**src/rtl/load_store_unit_if.sv**
```systemverilog
// Execute-stage request/response and word-only data-memory signals of the load/store unit.
interface load_store_unit_if;
    logic        req_valid;
    logic        req_ready;
    logic        req_write;
    logic [2:0]  req_funct3;
    logic [31:0] req_addr;
    logic [31:0] req_wdata;
    logic        resp_valid;
    logic [31:0] resp_rdata;
    logic        resp_error;
    logic [31:0] mem_address;
    logic [31:0] mem_write_data;
    logic        mem_write_enable;
    logic [31:0] mem_read_data;

    modport slave (
        input  req_valid, req_write, req_funct3, req_addr, req_wdata, mem_read_data,
        output req_ready, resp_valid, resp_rdata, resp_error,
               mem_address, mem_write_data, mem_write_enable
    );

    modport master (
        output req_valid, req_write, req_funct3, req_addr, req_wdata, mem_read_data,
        input  req_ready, resp_valid, resp_rdata, resp_error,
               mem_address, mem_write_data, mem_write_enable
    );
endinterface

```
**src/rtl/load_store_unit.sv**
```systemverilog
// Byte-addressed load/store initiator for a word-only data memory; sub-word stores
// are read-modify-write, loads are sign/zero-extended, bad requests rejected.
//
// state    | meaning
// S_IDLE   | ready for a request
// S_LOAD   | word read, lane extracted at the edge
// S_RMW_RD | sub-word store: capture the old word
// S_RMW_WR | sub-word store: write merged word
// S_SW_WR  | full-word store write
// S_RESP   | one-cycle response pulse
module load_store_unit #(
    parameter int DEPTH = 1024
) (
    input  logic             i_clk,
    input  logic             i_rst_n,
    load_store_unit_if.slave bus
);
    typedef enum logic [2:0] {
        S_IDLE, S_LOAD, S_RMW_RD, S_RMW_WR, S_SW_WR, S_RESP
    } state_t;

    localparam logic [31:0] DEPTH_W = 32'(DEPTH);

    state_t      r_state, w_next;
    logic [31:0] r_addr;
    logic [31:0] r_wdata;
    logic [2:0]  r_funct3;
    logic [31:0] r_word;
    logic [31:0] r_resp_rdata;
    logic        r_resp_error;

    logic        w_accept, w_illegal, w_misalign, w_range, w_error;
    logic [31:0] w_word_idx, w_load_data, w_merged;
    logic [7:0]  w_byte;
    logic [15:0] w_half;

    assign w_accept   = bus.req_valid && (r_state == S_IDLE);
    assign w_illegal  = bus.req_write ? (bus.req_funct3 >= 3'd3)
                                      : (bus.req_funct3 == 3'd3 || bus.req_funct3 >= 3'd6);
    assign w_misalign = (bus.req_funct3[1:0] == 2'b01 && bus.req_addr[0]) ||
                        (bus.req_funct3[1:0] == 2'b10 && bus.req_addr[1:0] != 2'b00);
    assign w_range    = {2'b00, bus.req_addr[31:2]} >= DEPTH_W;
    assign w_error    = w_illegal || w_misalign || w_range;
    assign w_word_idx = {2'b00, r_addr[31:2]};

    always_ff @(posedge i_clk or negedge i_rst_n) begin
        if (!i_rst_n) r_state <= S_IDLE;
        else          r_state <= w_next;
    end

    always_comb begin
        w_next = r_state;
        case (r_state)
            S_IDLE: begin
                if (w_accept) begin
                    if (w_error)                          w_next = S_RESP;
                    else if (!bus.req_write)              w_next = S_LOAD;
                    else if (bus.req_funct3[1:0] == 2'b10) w_next = S_SW_WR;
                    else                                  w_next = S_RMW_RD;
                end
            end
            S_LOAD:   w_next = S_RESP;
            S_RMW_RD: w_next = S_RMW_WR;
            S_RMW_WR: w_next = S_RESP;
            S_SW_WR:  w_next = S_RESP;
            S_RESP:   w_next = S_IDLE;
            default:  w_next = S_IDLE;
        endcase
    end

    always_comb begin
        bus.req_ready        = 1'b0;
        bus.resp_valid       = 1'b0;
        bus.mem_write_enable = 1'b0;
        bus.mem_address      = '0;
        bus.mem_write_data   = '0;
        case (r_state)
            S_IDLE:           bus.req_ready = 1'b1;
            S_LOAD, S_RMW_RD: bus.mem_address = w_word_idx;
            S_RMW_WR: begin
                bus.mem_address      = w_word_idx;
                bus.mem_write_enable = 1'b1;
                bus.mem_write_data   = w_merged;
            end
            S_SW_WR: begin
                bus.mem_address      = w_word_idx;
                bus.mem_write_enable = 1'b1;
                bus.mem_write_data   = r_wdata;
            end
            S_RESP:           bus.resp_valid = 1'b1;
            default: ;
        endcase
    end

    assign bus.resp_rdata = r_resp_rdata;
    assign bus.resp_error = r_resp_error;

    always_comb begin
        w_byte = bus.mem_read_data[7:0];
        case (r_addr[1:0])
            2'd1:    w_byte = bus.mem_read_data[15:8];
            2'd2:    w_byte = bus.mem_read_data[23:16];
            2'd3:    w_byte = bus.mem_read_data[31:24];
            default: w_byte = bus.mem_read_data[7:0];
        endcase
        w_half = r_addr[1] ? bus.mem_read_data[31:16] : bus.mem_read_data[15:0];
        // funct3[2] set means unsigned (LBU/LHU)
        case (r_funct3[1:0])
            2'b00:   w_load_data = {{24{~r_funct3[2] & w_byte[7]}}, w_byte};
            2'b01:   w_load_data = {{16{~r_funct3[2] & w_half[15]}}, w_half};
            default: w_load_data = bus.mem_read_data;
        endcase
    end

    always_comb begin
        w_merged = r_word;
        if (r_funct3[1:0] == 2'b00) begin
            case (r_addr[1:0])
                2'd0: w_merged[7:0]   = r_wdata[7:0];
                2'd1: w_merged[15:8]  = r_wdata[7:0];
                2'd2: w_merged[23:16] = r_wdata[7:0];
                2'd3: w_merged[31:24] = r_wdata[7:0];
                default: ;
            endcase
        end else if (r_addr[1]) begin
            w_merged[31:16] = r_wdata[15:0];
        end else begin
            w_merged[15:0] = r_wdata[15:0];
        end
    end

    // Response registers only change on the transition into S_RESP.
    always_ff @(posedge i_clk or negedge i_rst_n) begin
        if (!i_rst_n) begin
            r_addr       <= '0;
            r_wdata      <= '0;
            r_funct3     <= '0;
            r_word       <= '0;
            r_resp_rdata <= '0;
            r_resp_error <= 1'b0;
        end else begin
            case (r_state)
                S_IDLE: begin
                    if (w_accept) begin
                        r_addr   <= bus.req_addr;
                        r_wdata  <= bus.req_wdata;
                        r_funct3 <= bus.req_funct3;
                        if (w_error) begin
                            r_resp_rdata <= '0;
                            r_resp_error <= 1'b1;
                        end
                    end
                end
                S_LOAD: begin
                    r_resp_rdata <= w_load_data;
                    r_resp_error <= 1'b0;
                end
                S_RMW_RD: r_word <= bus.mem_read_data;
                S_RMW_WR, S_SW_WR: begin
                    r_resp_rdata <= '0;
                    r_resp_error <= 1'b0;
                end
                default: ;
            endcase
        end
    end
endmodule

```
**src/flat_wrapper.sv**
```systemverilog
// flat-port wrapper written by rule: the top's interface ports become plain ports
module load_store_unit_flat 
#(
    parameter int DEPTH = 1024
)
  (i_clk, i_rst_n, bus_req_valid, bus_req_write, bus_req_funct3, bus_req_addr, bus_req_wdata, bus_mem_read_data, bus_req_ready, bus_resp_valid, bus_resp_rdata, bus_resp_error, bus_mem_address, bus_mem_write_data, bus_mem_write_enable);
  load_store_unit_if bus_i ();
  input  logic i_clk;
  input  logic i_rst_n;
  input wire logic [$bits(bus_i.req_valid)-1:0] bus_req_valid;
  input wire logic [$bits(bus_i.req_write)-1:0] bus_req_write;
  input wire logic [$bits(bus_i.req_funct3)-1:0] bus_req_funct3;
  input wire logic [$bits(bus_i.req_addr)-1:0] bus_req_addr;
  input wire logic [$bits(bus_i.req_wdata)-1:0] bus_req_wdata;
  input wire logic [$bits(bus_i.mem_read_data)-1:0] bus_mem_read_data;
  output wire logic [$bits(bus_i.req_ready)-1:0] bus_req_ready;
  output wire logic [$bits(bus_i.resp_valid)-1:0] bus_resp_valid;
  output wire logic [$bits(bus_i.resp_rdata)-1:0] bus_resp_rdata;
  output wire logic [$bits(bus_i.resp_error)-1:0] bus_resp_error;
  output wire logic [$bits(bus_i.mem_address)-1:0] bus_mem_address;
  output wire logic [$bits(bus_i.mem_write_data)-1:0] bus_mem_write_data;
  output wire logic [$bits(bus_i.mem_write_enable)-1:0] bus_mem_write_enable;
  assign bus_i.req_valid = bus_req_valid;
  assign bus_i.req_write = bus_req_write;
  assign bus_i.req_funct3 = bus_req_funct3;
  assign bus_i.req_addr = bus_req_addr;
  assign bus_i.req_wdata = bus_req_wdata;
  assign bus_i.mem_read_data = bus_mem_read_data;
  assign bus_req_ready = bus_i.req_ready;
  assign bus_resp_valid = bus_i.resp_valid;
  assign bus_resp_rdata = bus_i.resp_rdata;
  assign bus_resp_error = bus_i.resp_error;
  assign bus_mem_address = bus_i.mem_address;
  assign bus_mem_write_data = bus_i.mem_write_data;
  assign bus_mem_write_enable = bus_i.mem_write_enable;
  load_store_unit #(.DEPTH(DEPTH)) u_core (.i_clk(i_clk), .i_rst_n(i_rst_n), .bus(bus_i));
endmodule
```
**config.mk**
```make
export PLATFORM = sky130hd
export DESIGN_NAME = load_store_unit_flat
export DESIGN_NICKNAME = d
export VERILOG_FILES = /design/src/rtl/load_store_unit_if.sv /design/src/rtl/load_store_unit.sv /design/src/flat_wrapper.sv
export SDC_FILE = /design/constraint.sdc
export NUM_CORES = 1
export LEC_CHECK = 0
export ABC_CLOCK_PERIOD_IN_PS = 5400
export BUFFER_PORTS_ARGS = -buffer_cell sky130_fd_sc_hd__clkbuf_2
export CAP_MARGIN = 20
export CORE_ASPECT_RATIO = 2
export CORE_UTILIZATION = 50
export DETAILED_ROUTE_END_ITERATION = 16
export GPL_ROUTABILITY_DRIVEN = 0
export PLACE_DENSITY = 0.88
export RECOVER_POWER = 25
export SETUP_SLACK_MARGIN = 0.2
export SLEW_MARGIN = 10
export SYNTH_ARGS = -nofsm -noshare
export SYNTH_HDL_FRONTEND = slang
export SYNTH_SLANG_ARGS = --single-unit
```
**constraint.sdc**
```tcl
create_clock -name i_clk -period 5.4 [get_ports i_clk]
set_clock_uncertainty 0.15 [all_clocks]
set_input_delay 0.81 -clock i_clk [delete_from_list [all_inputs] [get_ports i_clk]]
set_output_delay 0.81 -clock i_clk [all_outputs]
set_load 0.005 [all_outputs]
```
==> results.py <==
metrics = {
    "floorplan": {
        "start_util_pct": 51.6,
        "die_area_sq_um": 14500,
        "die_h_microns": 169,
        "die_width_microns": 85.7,
        "placeableCoreArea_sq_um": 13600,
        "rows": 60,
        "pin_count": 203,
    },
    "synth": {
        "synth_top_flop_cell": "sky130_fd_sc_hd__dfrtp_1",
        "post_syn_area_sq_um": 7010,
        "synth-seq-cells": 135,
        "synth.distinct_cells": 52,
        "yosysSeqAreaShare_pct": 48.2,
        "synth_enable_flop_cells": 0,
        "synthCells": 628,
        "synth-async-reset-ratio_pct": 100,
        "synth_area_per_cell_sq_um": 11.2,
        "synth-warning-count": 0,
    },
    "power": {
        "power_density_nw_per_um2": 573,
        "static_leakage_nw": 4.25,
        "maximum_vdd_drop_uv": 380,
        "total_power_w": 0.00502,
    },
    "clock_tree": {
        "cts_inserted_buffers": 17,
        "clk_root_buffer_cell": "sky130_fd_sc_hd__clkbuf_16",
        "htree_levels": 4,
        "post_cts_hold_buffer_count": 0,
        "cts.path.max_buffers": 2,
        "clock_insertion_delay_worst_skew_ps": 410,
        "cts_tree": "done",
        "clk_transition_reported_paths_ps": 60,
        "cts_sinks": 135,
        "post-cts-setup-buffers": 0,
        "cts-resized-gates": 0,
    },
    "critical_path": {
        "worstPathMaxFanout": 19,
        "crit_end": "bus_mem_write_data[20]",
        "crit_required_ps": 4440,
        "reg2reg_depth": 5,
        "timing.reg2reg.setup_slack_ps": 2930,
        "criticalPathCategory": "register to output port",
        "worst_ep_arrival_time_ps": 2660,
        "worst_r2r_startpoint": "u_core.r_state[2]$_DFFE_PN0P_",
        "timing.critical_path.from": "u_core.r_addr[0]$_DFFE_PN0P_",
        "regToRegEndpoint": "u_core.r_wdata[2]$_DFFE_PN0P_",
        "critical_path.startpoint_type": "register",
        "setup.worst_path.end_class": "output port",
    },
    "routing": {
        "detail_route.wl_per_cell_microns": 20.1,
        "route.detailed.drc": 0,
        "dr.first_iter.drc_count": 492,
        "post_drt_via_cell_ratio": 5.97,
        "route.final.wire_length_microns": 20200,
        "dr_total_vias": 6012,
        "route.antenna.remaining_nets": 0,
        "first_pass_iters": 6,
    },
    "global_routing": {
        "grt_pass1_vias": 6219,
        "grt_antenna_before_repair": 0,
        "grt_remaining_overflow": 0,
        "grt_start_max_net_pins": 100,
        "grt_util_all_layers_pct": 28.6,
        "first_pass_grt_wire_length_microns": 31500,
    },
    "timing": {
        "slew_headroom_pct": -62.1,
        "setup_viol": 0,
        "fin_setup_tns_ps": 0,
        "final-hold-violation-count": 0,
        "max_fclk_mhz": 276,
        "unrepaired_setup_endpoints_after_global_routing": "false",
        "report.final.slew_viol_count": 100,
        "finalWorstPathRequiredPeriod_ps": 3620,
        "tightest_slew_ps": 2430,
        "setup_ws_ps": 1780,
        "fin_crit_sh_pct": 67.1,
    },
    "finish": {
        "antennaDiodeCount": 0,
        "post_route_cells_drive_above_1_share_pct": 43.4,
        "area_growth_synth_to_finish_pct": 25.1,
        "final_common_cell": "sky130_fd_sc_hd__clkbuf_2",
        "final_cell_area_sq_um": 8760,
        "post_layout_nonfiller_instances": 1007,
        "layout_common_cells": "sky130_fd_sc_hd__clkbuf_2 (200), sky130_fd_sc_hd__dfrtp_1 (135), sky130_fd_sc_hd__mux2_2 (97)",
        "n_fill_cell": 1051,
        "final_nets": 911,
    },
    "placement": {
        "buffer_ports.inserted": 200,
        "dp_cells": 973,
        "detailedPlacementHpwl_microns": 14900,
        "dpl_worst_slack_ps": 2150,
        "placement.cell_area_sq_um": 8060,
    },
    "flow_run": {
        "max-cap-violations": 1,
    },
    "outcome": {
        "run_status": "finished, violations left",
        "violations": "max-capacitance violations, max-slew violations",
    },
    "hold_path": {
        "hold_class": "register to register",
    },
}
## synth_stat cells, types with 3 or more instances
cell type	number	area, sq um
sky130_fd_sc_hd__o21ai_0	39	195
sky130_fd_sc_hd__a21oi_1	12	60.1
sky130_fd_sc_hd__dfrtp_1	135	3380
sky130_fd_sc_hd__buf_2	16	80.1
sky130_fd_sc_hd__mux4_1	6	158
sky130_fd_sc_hd__mux2i_1	9	90.1
sky130_fd_sc_hd__clkbuf_1	20	75.1
sky130_fd_sc_hd__a21o_1	8	60.1
sky130_fd_sc_hd__nand2b_1	10	62.6
sky130_fd_sc_hd__a222oi_1	7	70.1
sky130_fd_sc_hd__o22ai_1	38	238
sky130_fd_sc_hd__nor3_1	15	75.1
sky130_fd_sc_hd__nor4_1	5	31.3
sky130_fd_sc_hd__buf_4	9	67.6
sky130_fd_sc_hd__nand2_1	51	191
sky130_fd_sc_hd__buf_6	4	45.0
sky130_fd_sc_hd__nor4b_1	8	70.1
sky130_fd_sc_hd__mux2_2	97	1090
sky130_fd_sc_hd__a32o_1	10	100
sky130_fd_sc_hd__inv_1	10	37.5
sky130_fd_sc_hd__a221o_1	7	70.1
sky130_fd_sc_hd__nor2b_1	3	18.8
sky130_fd_sc_hd__a22o_1	15	131
sky130_fd_sc_hd__and2_1	31	194
sky130_fd_sc_hd__nor2_1	32	120
## metal layers
metal	share of wire [%]	vias up	global-route usage [%]	routed length, microns
met2	52	354	48.9	10400
met3	6.7	105	6.03	1360
met1	34	2871	30.0	6880
met5	0	-	0	0
met4	7.6	0	22.5	1530
li1	-	2682	-	-
## layout make-up
class	instances	area, sq um	area share (%)
clock buffers	18	439	5.01
clock inverters	14	221	2.53
inverters	13	48.8	0.557
multi-input cells	430	3330	38.0
flip-flops and latches	135	3380	38.6
well taps	186	233	2.66
repair buffers	211	1120	12.7
## metrics by stage
stage               utilization [%]  hold WS [ps]
CTS                            64.2           334
finish                         64.5           329
detailed placement             59.3           320
floorplan                         -           320
global route                   64.5           369
global placement               59.3           321
## worst min-delay path by stage
stage,start,endpoint,slack (ps),cells past startpoint
after global placement,u_core.bus.resp_error$_DFFE_PN0P_,u_core.bus.resp_error$_DFFE_PN0P_,320,2
after CTS,u_core.bus.resp_error$_DFFE_PN0P_,u_core.bus.resp_error$_DFFE_PN0P_,330,2
final,u_core.bus.resp_error$_DFFE_PN0P_,u_core.bus.resp_error$_DFFE_PN0P_,330,2
after detailed placement,u_core.bus.resp_error$_DFFE_PN0P_,u_core.bus.resp_error$_DFFE_PN0P_,320,2
after floorplan,u_core.bus.resp_error$_DFFE_PN0P_,u_core.bus.resp_error$_DFFE_PN0P_,320,2
after global routing,u_core.r_addr[27]$_DFFE_PN0P_,u_core.r_addr[27]$_DFFE_PN0P_,370,1
## state kept, by name, indices dropped and copies added, names as in the netlist
name                   cells
u_core.r_funct3            3
u_core.r_state             3
u_core.r_wdata            32
u_core.r_addr             32
u_core.bus.resp_rdata     32
u_core.bus.resp_error      1
u_core.r_word             32
## report_power, final
group          internal, W  switching, W  total, W
registers          0.00136      0.000282   0.00164
clock network     0.000836      0.000447   0.00128
logic             0.000988       0.00111   0.00210
total              0.00318       0.00184   0.00502
## logic make-up (layout without fill, tap and decap cells)
logic type             count (synthesis)  count (layout)  synth area share, %
muxes                                113             113                 19.4
DFF                                  135             135                 48.2
buffers and inverters                 64             256                 4.64
AOI/OAI and AO/OA                    146             146                 14.9
and+or+nand+nor                      169             169                 12.8
other                                  1               2               0.0535
## critical path: stages, from the launching register on
cell                       delay (ps)
sky130_fd_sc_hd__dfrtp_1          750
sky130_fd_sc_hd__nor3b_2          500
sky130_fd_sc_hd__nand2b_1         480
sky130_fd_sc_hd__mux2i_1          150
sky130_fd_sc_hd__o21ai_0          210
sky130_fd_sc_hd__clkbuf_2         150
No activity file was read; power rests on OpenSTA's default activity.
